### src/rtl/mouse_event_writer_pkg.sv
// Shared register-index defaults and sequencer types for the mouse event writer.
// The index constants are also used by the register file and assembler tables.
package mouse_event_writer_pkg;

    localparam logic [4:0] IDX_FLAG_DEF  = 5'd21;
    localparam logic [4:0] IDX_X_DEF     = 5'd22;
    localparam logic [4:0] IDX_Y_DEF     = 5'd23;
    localparam logic [4:0] IDX_LEFT_DEF  = 5'd25;
    localparam logic [4:0] IDX_RIGHT_DEF = 5'd26;

    typedef enum logic [2:0] {
        ST_IDLE,
        ST_WR_X,
        ST_WR_Y,
        ST_WR_L,
        ST_WR_R,
        ST_WR_FLAG
    } state_e;

    typedef struct packed {
        logic [15:0] x;
        logic [15:0] y;
        logic        left;
        logic        right;
    } snap_t;

    function automatic logic [23:0] zext16(input logic [15:0] v);
        return {8'd0, v};
    endfunction

endpackage

### src/rtl/mouse_event_writer_if.sv
// Bundle of CPU writeback, mouse front-end and register-file write signals.
// slave is the writer's view; master is the surrounding system's view.
interface mouse_event_writer_if;

    logic [4:0]  cpu_write_index;
    logic [23:0] cpu_write_data;
    logic        cpu_write_enable;
    logic        cpu_stall;
    logic        data_ready;
    logic [15:0] mouse_x;
    logic [15:0] mouse_y;
    logic        left_click;
    logic        right_click;
    logic [4:0]  write_index;
    logic [23:0] write_data;
    logic        write_enable;
    logic        busy;
    logic [7:0]  overrun_count;

    modport slave (
        input  cpu_write_index, cpu_write_data, cpu_write_enable,
        input  data_ready, mouse_x, mouse_y, left_click, right_click,
        output cpu_stall, write_index, write_data, write_enable,
        output busy, overrun_count
    );

    modport master (
        output cpu_write_index, cpu_write_data, cpu_write_enable,
        output data_ready, mouse_x, mouse_y, left_click, right_click,
        input  cpu_stall, write_index, write_data, write_enable,
        input  busy, overrun_count
    );

endinterface

### src/rtl/mouse_event_writer_write_port_arb.sv
// Two-requester arbiter for the register-file write port: CPU wins by default,
// the sequencer is forced through after MAX_WAIT consecutive blocked cycles.
module write_port_arb #(
    parameter int unsigned MAX_WAIT = 15
) (
    input  logic clk,
    input  logic reset,
    input  logic cpu_req_i,
    input  logic seq_req_i,
    output logic grant_cpu_o,
    output logic grant_seq_o,
    output logic cpu_stall_o
);

    localparam logic [7:0] WAIT_LIMIT = 8'(MAX_WAIT);

    logic [7:0] wait_q, wait_d;
    logic       force_grant;

    assign force_grant = seq_req_i && (wait_q == WAIT_LIMIT);
    assign cpu_stall_o = force_grant;
    assign grant_seq_o = seq_req_i && (!cpu_req_i || force_grant);
    assign grant_cpu_o = cpu_req_i && !force_grant;

    always_comb begin
        wait_d = wait_q;
        if (grant_seq_o) begin
            wait_d = 8'd0;
        end else if (cpu_req_i && seq_req_i) begin
            wait_d = wait_q + 8'd1;
        end
    end

    always_ff @(posedge clk or posedge reset) begin
        if (reset) begin
            wait_q <= 8'd0;
        end else begin
            wait_q <= wait_d;
        end
    end

endmodule

### src/rtl/mouse_event_writer.sv
// Writes each captured mouse event into the register file (X, Y, L, R, then flag)
// through a write port shared with CPU writeback.
module mouse_event_writer
    import mouse_event_writer_pkg::*;
#(
    parameter logic [4:0]  IDX_X     = IDX_X_DEF,
    parameter logic [4:0]  IDX_Y     = IDX_Y_DEF,
    parameter logic [4:0]  IDX_LEFT  = IDX_LEFT_DEF,
    parameter logic [4:0]  IDX_RIGHT = IDX_RIGHT_DEF,
    parameter logic [4:0]  IDX_FLAG  = IDX_FLAG_DEF,
    parameter int unsigned MAX_WAIT  = 15
) (
    input  logic                  clk,
    input  logic                  reset,
    mouse_event_writer_if.slave   bus
);

    state_e      state_q, state_d;
    snap_t       act_q, act_d;
    snap_t       pend_q, pend_d;
    logic        pend_v_q, pend_v_d;
    logic [7:0]  ovr_q, ovr_d;
    logic [4:0]  wr_idx_q, wr_idx_d;
    logic [23:0] wr_data_q, wr_data_d;
    logic        wr_en_q, wr_en_d;

    snap_t       new_ev;
    logic        seq_req, grant_cpu, grant_seq, cpu_stall;
    logic        flag_done;
    logic [4:0]  seq_idx;
    logic [23:0] seq_data;

    assign new_ev  = {bus.mouse_x, bus.mouse_y, bus.left_click, bus.right_click};
    assign seq_req = (state_q != ST_IDLE);

    write_port_arb #(.MAX_WAIT(MAX_WAIT)) u_arb (
        .clk        (clk),
        .reset      (reset),
        .cpu_req_i  (bus.cpu_write_enable),
        .seq_req_i  (seq_req),
        .grant_cpu_o(grant_cpu),
        .grant_seq_o(grant_seq),
        .cpu_stall_o(cpu_stall)
    );

    always_comb begin
        seq_idx  = 5'd0;
        seq_data = 24'd0;
        case (state_q)
            ST_WR_X:    begin seq_idx = IDX_X;     seq_data = zext16(act_q.x);        end
            ST_WR_Y:    begin seq_idx = IDX_Y;     seq_data = zext16(act_q.y);        end
            ST_WR_L:    begin seq_idx = IDX_LEFT;  seq_data = {23'd0, act_q.left};    end
            ST_WR_R:    begin seq_idx = IDX_RIGHT; seq_data = {23'd0, act_q.right};   end
            ST_WR_FLAG: begin seq_idx = IDX_FLAG;  seq_data = 24'd1;                  end
            default:    begin seq_idx = 5'd0;      seq_data = 24'd0;                  end
        endcase
    end

    always_comb begin
        state_d   = state_q;
        act_d     = act_q;
        pend_d    = pend_q;
        pend_v_d  = pend_v_q;
        ovr_d     = ovr_q;
        flag_done = 1'b0;
        case (state_q)
            ST_IDLE: begin
                if (bus.data_ready) begin
                    act_d   = new_ev;
                    state_d = ST_WR_X;
                end
            end
            ST_WR_X: if (grant_seq) state_d = ST_WR_Y;
            ST_WR_Y: if (grant_seq) state_d = ST_WR_L;
            ST_WR_L: if (grant_seq) state_d = ST_WR_R;
            ST_WR_R: if (grant_seq) state_d = ST_WR_FLAG;
            ST_WR_FLAG: begin
                if (grant_seq) begin
                    flag_done = 1'b1;
                    // An event arriving with the flag grant chains straight on without counting as overrun.
                    if (pend_v_q) begin
                        act_d    = pend_q;
                        state_d  = ST_WR_X;
                        pend_v_d = bus.data_ready;
                        if (bus.data_ready) pend_d = new_ev;
                    end else if (bus.data_ready) begin
                        act_d   = new_ev;
                        state_d = ST_WR_X;
                    end else begin
                        state_d = ST_IDLE;
                    end
                end
            end
            default: state_d = ST_IDLE;
        endcase

        if (bus.data_ready && (state_q != ST_IDLE) && !flag_done) begin
            pend_d   = new_ev;
            pend_v_d = 1'b1;
            if (pend_v_q && (ovr_q != 8'hFF)) ovr_d = ovr_q + 8'd1;
        end
    end

    always_comb begin
        wr_en_d   = grant_cpu | grant_seq;
        wr_idx_d  = wr_idx_q;
        wr_data_d = wr_data_q;
        if (grant_seq) begin
            wr_idx_d  = seq_idx;
            wr_data_d = seq_data;
        end else if (grant_cpu) begin
            wr_idx_d  = bus.cpu_write_index;
            wr_data_d = bus.cpu_write_data;
        end
    end

    always_ff @(posedge clk or posedge reset) begin
        if (reset) begin
            state_q   <= ST_IDLE;
            act_q     <= '0;
            pend_q    <= '0;
            pend_v_q  <= 1'b0;
            ovr_q     <= 8'd0;
            wr_idx_q  <= 5'd0;
            wr_data_q <= 24'd0;
            wr_en_q   <= 1'b0;
        end else begin
            state_q   <= state_d;
            act_q     <= act_d;
            pend_q    <= pend_d;
            pend_v_q  <= pend_v_d;
            ovr_q     <= ovr_d;
            wr_idx_q  <= wr_idx_d;
            wr_data_q <= wr_data_d;
            wr_en_q   <= wr_en_d;
        end
    end

    assign bus.write_index   = wr_idx_q;
    assign bus.write_data    = wr_data_q;
    assign bus.write_enable  = wr_en_q;
    assign bus.busy          = seq_req;
    assign bus.overrun_count = ovr_q;
    assign bus.cpu_stall     = cpu_stall;

endmodule

### src/flat_wrapper.sv
// flat-port wrapper written by rule: the top's interface ports become plain ports
module mouse_event_writer_flat import mouse_event_writer_pkg::*;
#(
    parameter logic [4:0]  IDX_X     = IDX_X_DEF,
    parameter logic [4:0]  IDX_Y     = IDX_Y_DEF,
    parameter logic [4:0]  IDX_LEFT  = IDX_LEFT_DEF,
    parameter logic [4:0]  IDX_RIGHT = IDX_RIGHT_DEF,
    parameter logic [4:0]  IDX_FLAG  = IDX_FLAG_DEF,
    parameter int unsigned MAX_WAIT  = 15
)
  (clk, reset, bus_cpu_write_index, bus_cpu_write_data, bus_cpu_write_enable, bus_data_ready, bus_mouse_x, bus_mouse_y, bus_left_click, bus_right_click, bus_cpu_stall, bus_write_index, bus_write_data, bus_write_enable, bus_busy, bus_overrun_count);
  mouse_event_writer_if bus_i ();
  input  logic clk;
  input  logic reset;
  input wire logic [$bits(bus_i.cpu_write_index)-1:0] bus_cpu_write_index;
  input wire logic [$bits(bus_i.cpu_write_data)-1:0] bus_cpu_write_data;
  input wire logic [$bits(bus_i.cpu_write_enable)-1:0] bus_cpu_write_enable;
  input wire logic [$bits(bus_i.data_ready)-1:0] bus_data_ready;
  input wire logic [$bits(bus_i.mouse_x)-1:0] bus_mouse_x;
  input wire logic [$bits(bus_i.mouse_y)-1:0] bus_mouse_y;
  input wire logic [$bits(bus_i.left_click)-1:0] bus_left_click;
  input wire logic [$bits(bus_i.right_click)-1:0] bus_right_click;
  output wire logic [$bits(bus_i.cpu_stall)-1:0] bus_cpu_stall;
  output wire logic [$bits(bus_i.write_index)-1:0] bus_write_index;
  output wire logic [$bits(bus_i.write_data)-1:0] bus_write_data;
  output wire logic [$bits(bus_i.write_enable)-1:0] bus_write_enable;
  output wire logic [$bits(bus_i.busy)-1:0] bus_busy;
  output wire logic [$bits(bus_i.overrun_count)-1:0] bus_overrun_count;
  assign bus_i.cpu_write_index = bus_cpu_write_index;
  assign bus_i.cpu_write_data = bus_cpu_write_data;
  assign bus_i.cpu_write_enable = bus_cpu_write_enable;
  assign bus_i.data_ready = bus_data_ready;
  assign bus_i.mouse_x = bus_mouse_x;
  assign bus_i.mouse_y = bus_mouse_y;
  assign bus_i.left_click = bus_left_click;
  assign bus_i.right_click = bus_right_click;
  assign bus_cpu_stall = bus_i.cpu_stall;
  assign bus_write_index = bus_i.write_index;
  assign bus_write_data = bus_i.write_data;
  assign bus_write_enable = bus_i.write_enable;
  assign bus_busy = bus_i.busy;
  assign bus_overrun_count = bus_i.overrun_count;
  mouse_event_writer #(.IDX_X(IDX_X), .IDX_Y(IDX_Y), .IDX_LEFT(IDX_LEFT), .IDX_RIGHT(IDX_RIGHT), .IDX_FLAG(IDX_FLAG), .MAX_WAIT(MAX_WAIT)) u_core (.clk(clk), .reset(reset), .bus(bus_i));
endmodule
### config.mk
export PLATFORM = sky130hd
export DESIGN_NAME = mouse_event_writer_flat
export DESIGN_NICKNAME = d
export VERILOG_FILES = /design/src/rtl/mouse_event_writer_pkg.sv /design/src/rtl/mouse_event_writer_if.sv /design/src/rtl/mouse_event_writer_write_port_arb.sv /design/src/rtl/mouse_event_writer.sv /design/src/flat_wrapper.sv
export SDC_FILE = /design/constraint.sdc
export NUM_CORES = 1
export LEC_CHECK = 0
export CAP_MARGIN = 20
export CORE_MARGIN = 3
export CORE_UTILIZATION = 25
export DETAILED_ROUTE_END_ITERATION = 12
export GPL_ROUTABILITY_DRIVEN = 0
export SLEW_MARGIN = 20
export SYNTH_ARGS = -nofsm -noshare
export SYNTH_HDL_FRONTEND = slang
export SYNTH_SLANG_ARGS = --single-unit
### constraint.sdc
create_clock -name clk -period 4.6 [get_ports clk]
set_input_delay 0.46 -clock clk [delete_from_list [all_inputs] [get_ports clk]]
set_output_delay 0.46 -clock clk [all_outputs]
set_load 0.02 [all_outputs]
==> results of run 1 <==
[path summary, 6_finish.rpt]
path / slack [ps] / endpoint / startpoint / cells past startpoint
hold reg to reg: 490 / u_core.bus.overrun_count[5] / u_core.bus.overrun_count[5] / 1
hold / removal: 490 / u_core.pend_q[22] / reset / 2
setup reg to reg: 1680 / u_core.act_q[15] / u_core.u_arb.wait_q[4] / 6
max in group asynchronous: 3140 / u_core.act_q[11] / reset / 3
min in group clk: 490 / u_core.bus.overrun_count[5] / u_core.bus.overrun_count[5] / 1
setup / recovery: 1680 / u_core.act_q[15] / u_core.u_arb.wait_q[4] / 6
[power by group through the flow]
| stage | logic, W | clock network (W) | registers (W) |
|---|---|---|---|
| finish | 0.00187 | 0.00133 | 0.00173 |
| global placement | 0.00185 | 0 | 0.00173 |
| detailed placement | 0.00188 | 0 | 0.00173 |
| CTS | 0.00189 | 0.00136 | 0.00173 |
| global route | 0.00203 | 0.00140 | 0.00178 |
| floorplan | 0.00120 | 0 | 0.00178 |
[flip-flops by register name (all words and copies together), names as in the netlist]
signal / count
u_core.pend_q: 34
u_core.pend_v_q: 1
u_core.bus.write_enable: 1
u_core.bus.write_index: 5
u_core.act_q: 34
u_core.bus.write_data: 24
u_core.bus.overrun_count: 8
u_core.state_q: 3
u_core.u_arb.wait_q: 8
[stage by stage]
step / setup slack [ps] / power [W]
finish: 1680 / 0.00493
global route: 1510 / 0.00522
CTS: 1680 / 0.00497
detailed placement: 1660 / 0.00361
global placement: 1680 / 0.00358
floorplan: 1010 / 0.00298
[logic make-up (layout without fill, tap and decap cells)]
| logic type | count (synthesis) | after routing | synth area share, % |
|---|---|---|---|
| other | 0 | 1 | 0 |
| DFF | 118 | 118 | 51.6 |
| buffers and inverters | 50 | 160 | 4.46 |
| adders and majority gates | 2 | 2 | 0.437 |
| muxes | 52 | 52 | 11.9 |
| and+or+nand+nor | 140 | 140 | 12.7 |
| AOI/OAI and AO/OA | 147 | 147 | 17.7 |
| xor gates and xnor gates | 8 | 8 | 1.22 |
[layer usage]
layer	GRT usage (%)	up-vias	part of all wire (%)
met3	2.47	6	5.0
li1	-	2080	-
met5	0	-	0
met1	19.1	2133	49
met4	3.60	0	0.50
met2	19.5	128	46
[layout make-up]
class	count	area (µm²)
antenna	1	2.50
clock buffer	24	502
clock inverter	8	95.1
fill	2234	14500
inverter	9	36.3
multi-input combinational	349	2530
sequential	118	2950
tap	280	350
timing repair buffer	119	1150
[cell usage in the layout (no fill, tap or decap), types with 3 or more instances in the layout]
cell type        count
nand3b_1            34
xnor2_1              4
nor3_1               5
a2111oi_0            4
a2bb2oi_1           34
buf_4               13
mux2_2               7
clkbuf_16           17
nand2_1             48
nor2_1              24
clkinv_2             4
a21oi_1             24
nand3_1             15
dfrtp_1            118
mux2i_1             15
o211ai_1             3
o31ai_1             17
inv_1                7
clkdlybuf4s50_1    105
xor2_1               4
o21ai_0             45
mux2_4              30
clkbuf_8             5
==> impl_metrics.csv, run 1 <==
group,metric,value,unit
outcome,status,"finished clean",
power,clkPwrFrac,27.0,%
place,io_buffers,106,
power,p_int,0.00323,W
logic_synthesis,synth-seq-area-share,51.6,%
global_routing,grt_pass1_wl,25000,µm
floorplanning,start_util,25.8,%
floorplanning,die-area,24700,µm²
detailed_routing,vias,4347,
setup_path,path_delay_family,"compound AO/OA/AOI/OAI gates",
sta,maxSlewHeadroom,41.6,%
finish,design_area,7620,µm²
logic_synthesis,synth_area_per_cell,11.1,µm²
logic_synthesis,synth_area_leaders,"dfrtp_1, mux2_4, a2bb2oi_1",
logic_synthesis,yosys_warnings,0,
floorplanning,core-area,22200,µm²
clocking,clk_latency,410,ps
global_routing,grt_overflow_total,0,
sta,tightest_slew,876,ps
clocking,cts_hold_buf,0,
sta,tns,0,ps
detailed_routing,drtIter0Drc,273,
clocking,cts_tree,"done",
sta,finalClockSkew,6.84,ps
sta,final_max_slew_viol_count,0,
logic_synthesis,synth_cell_types,47,
global_routing,grt_pass1_vias,4302,
clocking,clock_sinks,118,
setup_path,slowest_delay,590,ps
place,hpwlAfterDp,10500,µm
floorplanning,fp.dieW,157,µm
setup_path,crit_top_cell,"buf_4",
sta,max_freq,342,MHz
finish,fin_nets,683,
detailed_routing,drt-pass1-iter-count,4,
logic_synthesis,synth_top_cell_area_share,51.6,%
sta,period_share,63.5,%
clocking,cts_made_buffers,17,
sta,setup_viol,0,
finish,finalNonFillerCells,908,
setup_path,critPathSlowestCell,"or4_4",
logic_synthesis,synth_commonest_cells,"dfrtp_1, nand2_1, o21ai_0",
flow_run,drv_cap,0,
setup_path,cp_num_buf_inv,2,
logic_synthesis,netlist_area,5720,µm²
finish,drive_above_1_share,14.2,%
logic_synthesis,synth_top_area_cell,"dfrtp_1",
detailed_routing,wl,15900,µm
power,sw_frac_of_total,34.5,%
setup_path,worstPathRequired,4920,ps
logic_synthesis,synth_edf_count,0,
floorplanning,rows,54,
sta,rsz0062_at_grt,"no",
detailed_routing,drc,0,
setup_path,cp-start-kind,"flop",
setup_path,end_kind,"flop",
clocking,ctsHtreeMaxLevel,4,
logic_synthesis,syn_nets,586,
clocking,cts-root-buf,"clkbuf_16",
global_routing,grt_usage,13.0,%
logic_synthesis,synth.most_common_cell,"dfrtp_1",
setup_path,cp_max_fo,34,
logic_synthesis,synthFlopType,"dfrtp_1",
logic_synthesis,async_flop_share,100,%
setup_path,cp_cell_sequence,"or4_4 -> o31a_2 -> buf_4 -> a221oi_4 -> buf_4 -> a2bb2oi_1",
floorplanning,die_h,157,µm
logic_synthesis,synthCells,517,
sta,worst_hold_slack,492,ps
power,netSwitchingPower,0.00170,W
power,vdd.ir_drop.worst,0.000303,V
place,placed_area,7020,µm²
clocking,cts_resized,0,
detailed_routing,drtAntennaViolNets,0,
hold_path,hp-class,"in2async",
detailed_routing,wire_per_inst,17.5,µm
clocking,clk_pin_slew_worst_paths,50,ps
power,p_per_area,647,nW/µm²
setup_path,crit_arrival,3240,ps
floorplanning,io_pins,107,
global_routing,grt_max_degree,69,
power,seqPwrFrac,35.2,%
clocking,cts_setup_buffers,0,
sta,hold_viol,0,
place,dp_cells,875,
power,comb_power_share,37.9,%
detailed_routing,viasPerCell,4.79,
logic_synthesis,ys_ff_latch,118,
clocking,cts_buffer_depth,2,
finish,post-route-util,34.4,%
setup_path,worstSetupPathType,"reg2reg",
global_routing,grt_antenna_before_repair,0,
finish,flow.area_growth_from_synthesis,33.2,%
power,p_leak,3.17,nW
sta,period_needed,2920,ps
No activity file was read; power rests on OpenSTA's default activity.
==> run 2, diff against run 1 <==
clock period = 2.4 ns   (was 4.6 ns; I/O delays follow)
==> run 2 against run 1 <==
Compared with the run above:
- highest routed layer is now met5
- register-to-register slack worse by 1600 ps
- critical endpoint is now u_core.act_q[5]
- via count rose by 2.6%
- sequential share of layout area fell by 1.5 points
- maximum frequency rose by 24%
- critical path type unchanged
- worst hold slack got worse by 260 ps
- clock skew rose by 1.3 ps
==> impl_metrics.csv, run 2 (synthesis results as in run 1) <==
group,metric,value,unit
outcome,status,"finished clean",
sta,hold_viol,0,
setup_path,ff2ff_setup_slack,50,ps
clocking,cts_hold_buf,0,
finish,drive_above_1_share,16.8,%
power,power,0.0101,W
floorplanning,io_pins,107,
finish,num_antenna_cells,0,
global_routing,grt_max_degree,69,
setup_path,crit_arrival,2670,ps
finish,flow.area_growth_from_synthesis,38.8,%
floorplanning,fp.dieW,157,µm
sta,final_max_slew_viol_count,0,
clocking,ctsHtreeMaxLevel,4,
place,io_buffers,106,
detailed_routing,drc,0,
clocking,clock_sinks,118,
finish,mostFrequentLayoutCells,"dfrtp_1, clkdlybuf4s50_1, nand2_1",
floorplanning,start_util,25.8,%
power,p_leak,3.32,nW
setup_path,worstSetupPathType,"reg2reg",
detailed_routing,wl,16500,µm
clocking,cts_tree,"done",
floorplanning,core-area,22200,µm²
detailed_routing,wire_per_inst,17.9,µm
finish,n_fill_cell,2183,
clocking,cts_buffer_depth,2,
detailed_routing,drt-pass1-iter-count,5,
sta,maxSlewHeadroom,63.9,%
place,hpwlAfterDp,10800,µm
finish,final_common_cell,"dfrtp_1",
floorplanning,die-area,24700,µm²
global_routing,grt_pass1_wl,25900,µm
sta,max_freq,426,MHz
clocking,cts-root-buf,"clkbuf_16",
global_routing,grt_pass1_vias,4506,
finish,design_area,7940,µm²
sta,period_needed,2350,ps
floorplanning,die_h,157,µm
sta,finalClockSkew,8.09,ps
detailed_routing,drtAntennaViolNets,0,
hold_path,hp-class,"in2async",
power,vdd.ir_drop.worst,0.000566,V
global_routing,grt_overflow_total,0,
sta,rsz0062_at_grt,"yes",
clocking,cts_made_buffers,17,
detailed_routing,drtIter0Drc,235,
sta,setup_viol,0,
sta,period_share,97.8,%
setup_path,cp-start-kind,"flop",
setup_path,end_kind,"flop",
place,placed_area,7200,µm²
setup_path,worstPathRequired,2720,ps
global_routing,grt_usage,13.5,%
setup_path,cp_max_fo,23,
finish,fin_nets,698,
power,p_per_area,1270,nW/µm²
detailed_routing,vias,4459,
sta,tightest_slew,527,ps
global_routing,grt_antenna_before_repair,1,
floorplanning,rows,54,
clocking,clk_latency,410,ps
clocking,clk_pin_slew_worst_paths,60,ps
detailed_routing,viasPerCell,4.84,
flow_run,drv_cap,0,
[run 2: layout make-up]
type | instances | area (µm²) | share of cell area (%)
Clock buffer | 22 | 494 | 6.23
Multi-Input combinational cell | 349 | 2550 | 32.2
Inverter | 9 | 37.5 | 0.473
Clock inverter | 9 | 170 | 2.14
Tap cell | 280 | 350 | 4.41
Timing Repair Buffer | 134 | 1380 | 17.4
Sequential cell | 118 | 2950 | 37.2
[run 2: where the power goes]
part	internal [W]	leakage [nW]	switching [W]	total, W
Clock	0.00197	0.332	0.000892	0.00286
Combinational	0.00195	1.61	0.00193	0.00388
Sequential	0.00278	1.38	0.000528	0.00331
[run 2: through the flow]
step | hold slack (ps) | cells | setup slack, ps | TNS [ps] | utilization, %
6_report | 229 | 921 | 51.9 | 0 | 35.8
5_1_grt | 267 | 921 | -19.6 | -147 | 35.8
4_1_cts | 238 | 917 | 17.1 | 0 | 35.5
3_5_place_dp | 487 | 886 | 36.5 | 0 | 32.5
3_3_place_gp | 481 | 886 | 95.1 | 0 | 32.5
2_1_floorplan | 345 | 517 | 59.1 | 0 | -
[run 2: worst paths after layout]
check                                                  from  cells after the start                     endpoint
worst max-delay path                 u_core.u_arb.wait_q[5]                      7              u_core.act_q[5]
worst min-delay path                                  reset                      2            u_core.pend_q[24]
worst max register to register       u_core.u_arb.wait_q[5]                      7              u_core.act_q[5]
worst min register to register  u_core.bus.overrun_count[5]                      1  u_core.bus.overrun_count[5]
max in group asynchronous                             reset                      3       u_core.u_arb.wait_q[6]
min in group clk                     bus_cpu_write_index[2]                      3    u_core.bus.write_index[2]
[run 2: layer usage]
| metal | vias up | track usage (%) | share of wire, % |
|---|---|---|---|
| li1 | 2119 | - | - |
| met2 | 140 | 20.4 | 45 |
| met1 | 2180 | 19.4 | 48 |
| met4 | 2 | 3.80 | 0.98 |
| met3 | 18 | 3.13 | 6.4 |
| met5 | - | 0 | 0.067 |
[run 2: critical path, stage by stage (launching register included)]
cell and delay (ps):
dfrtp_1 400, or4_4 550, o31a_2 320, buf_6 180, a221oi_4 290, buf_4 180, clkbuf_16 160, a2bb2oi_1 170
[run 2: repair_timing]
item                                    CTS  global route
pin swaps                                 0             1
resized for setup                         1             4
gates cloned                              0             2
endpoints found under the setup margin    1            32
setup buffers                             0             2
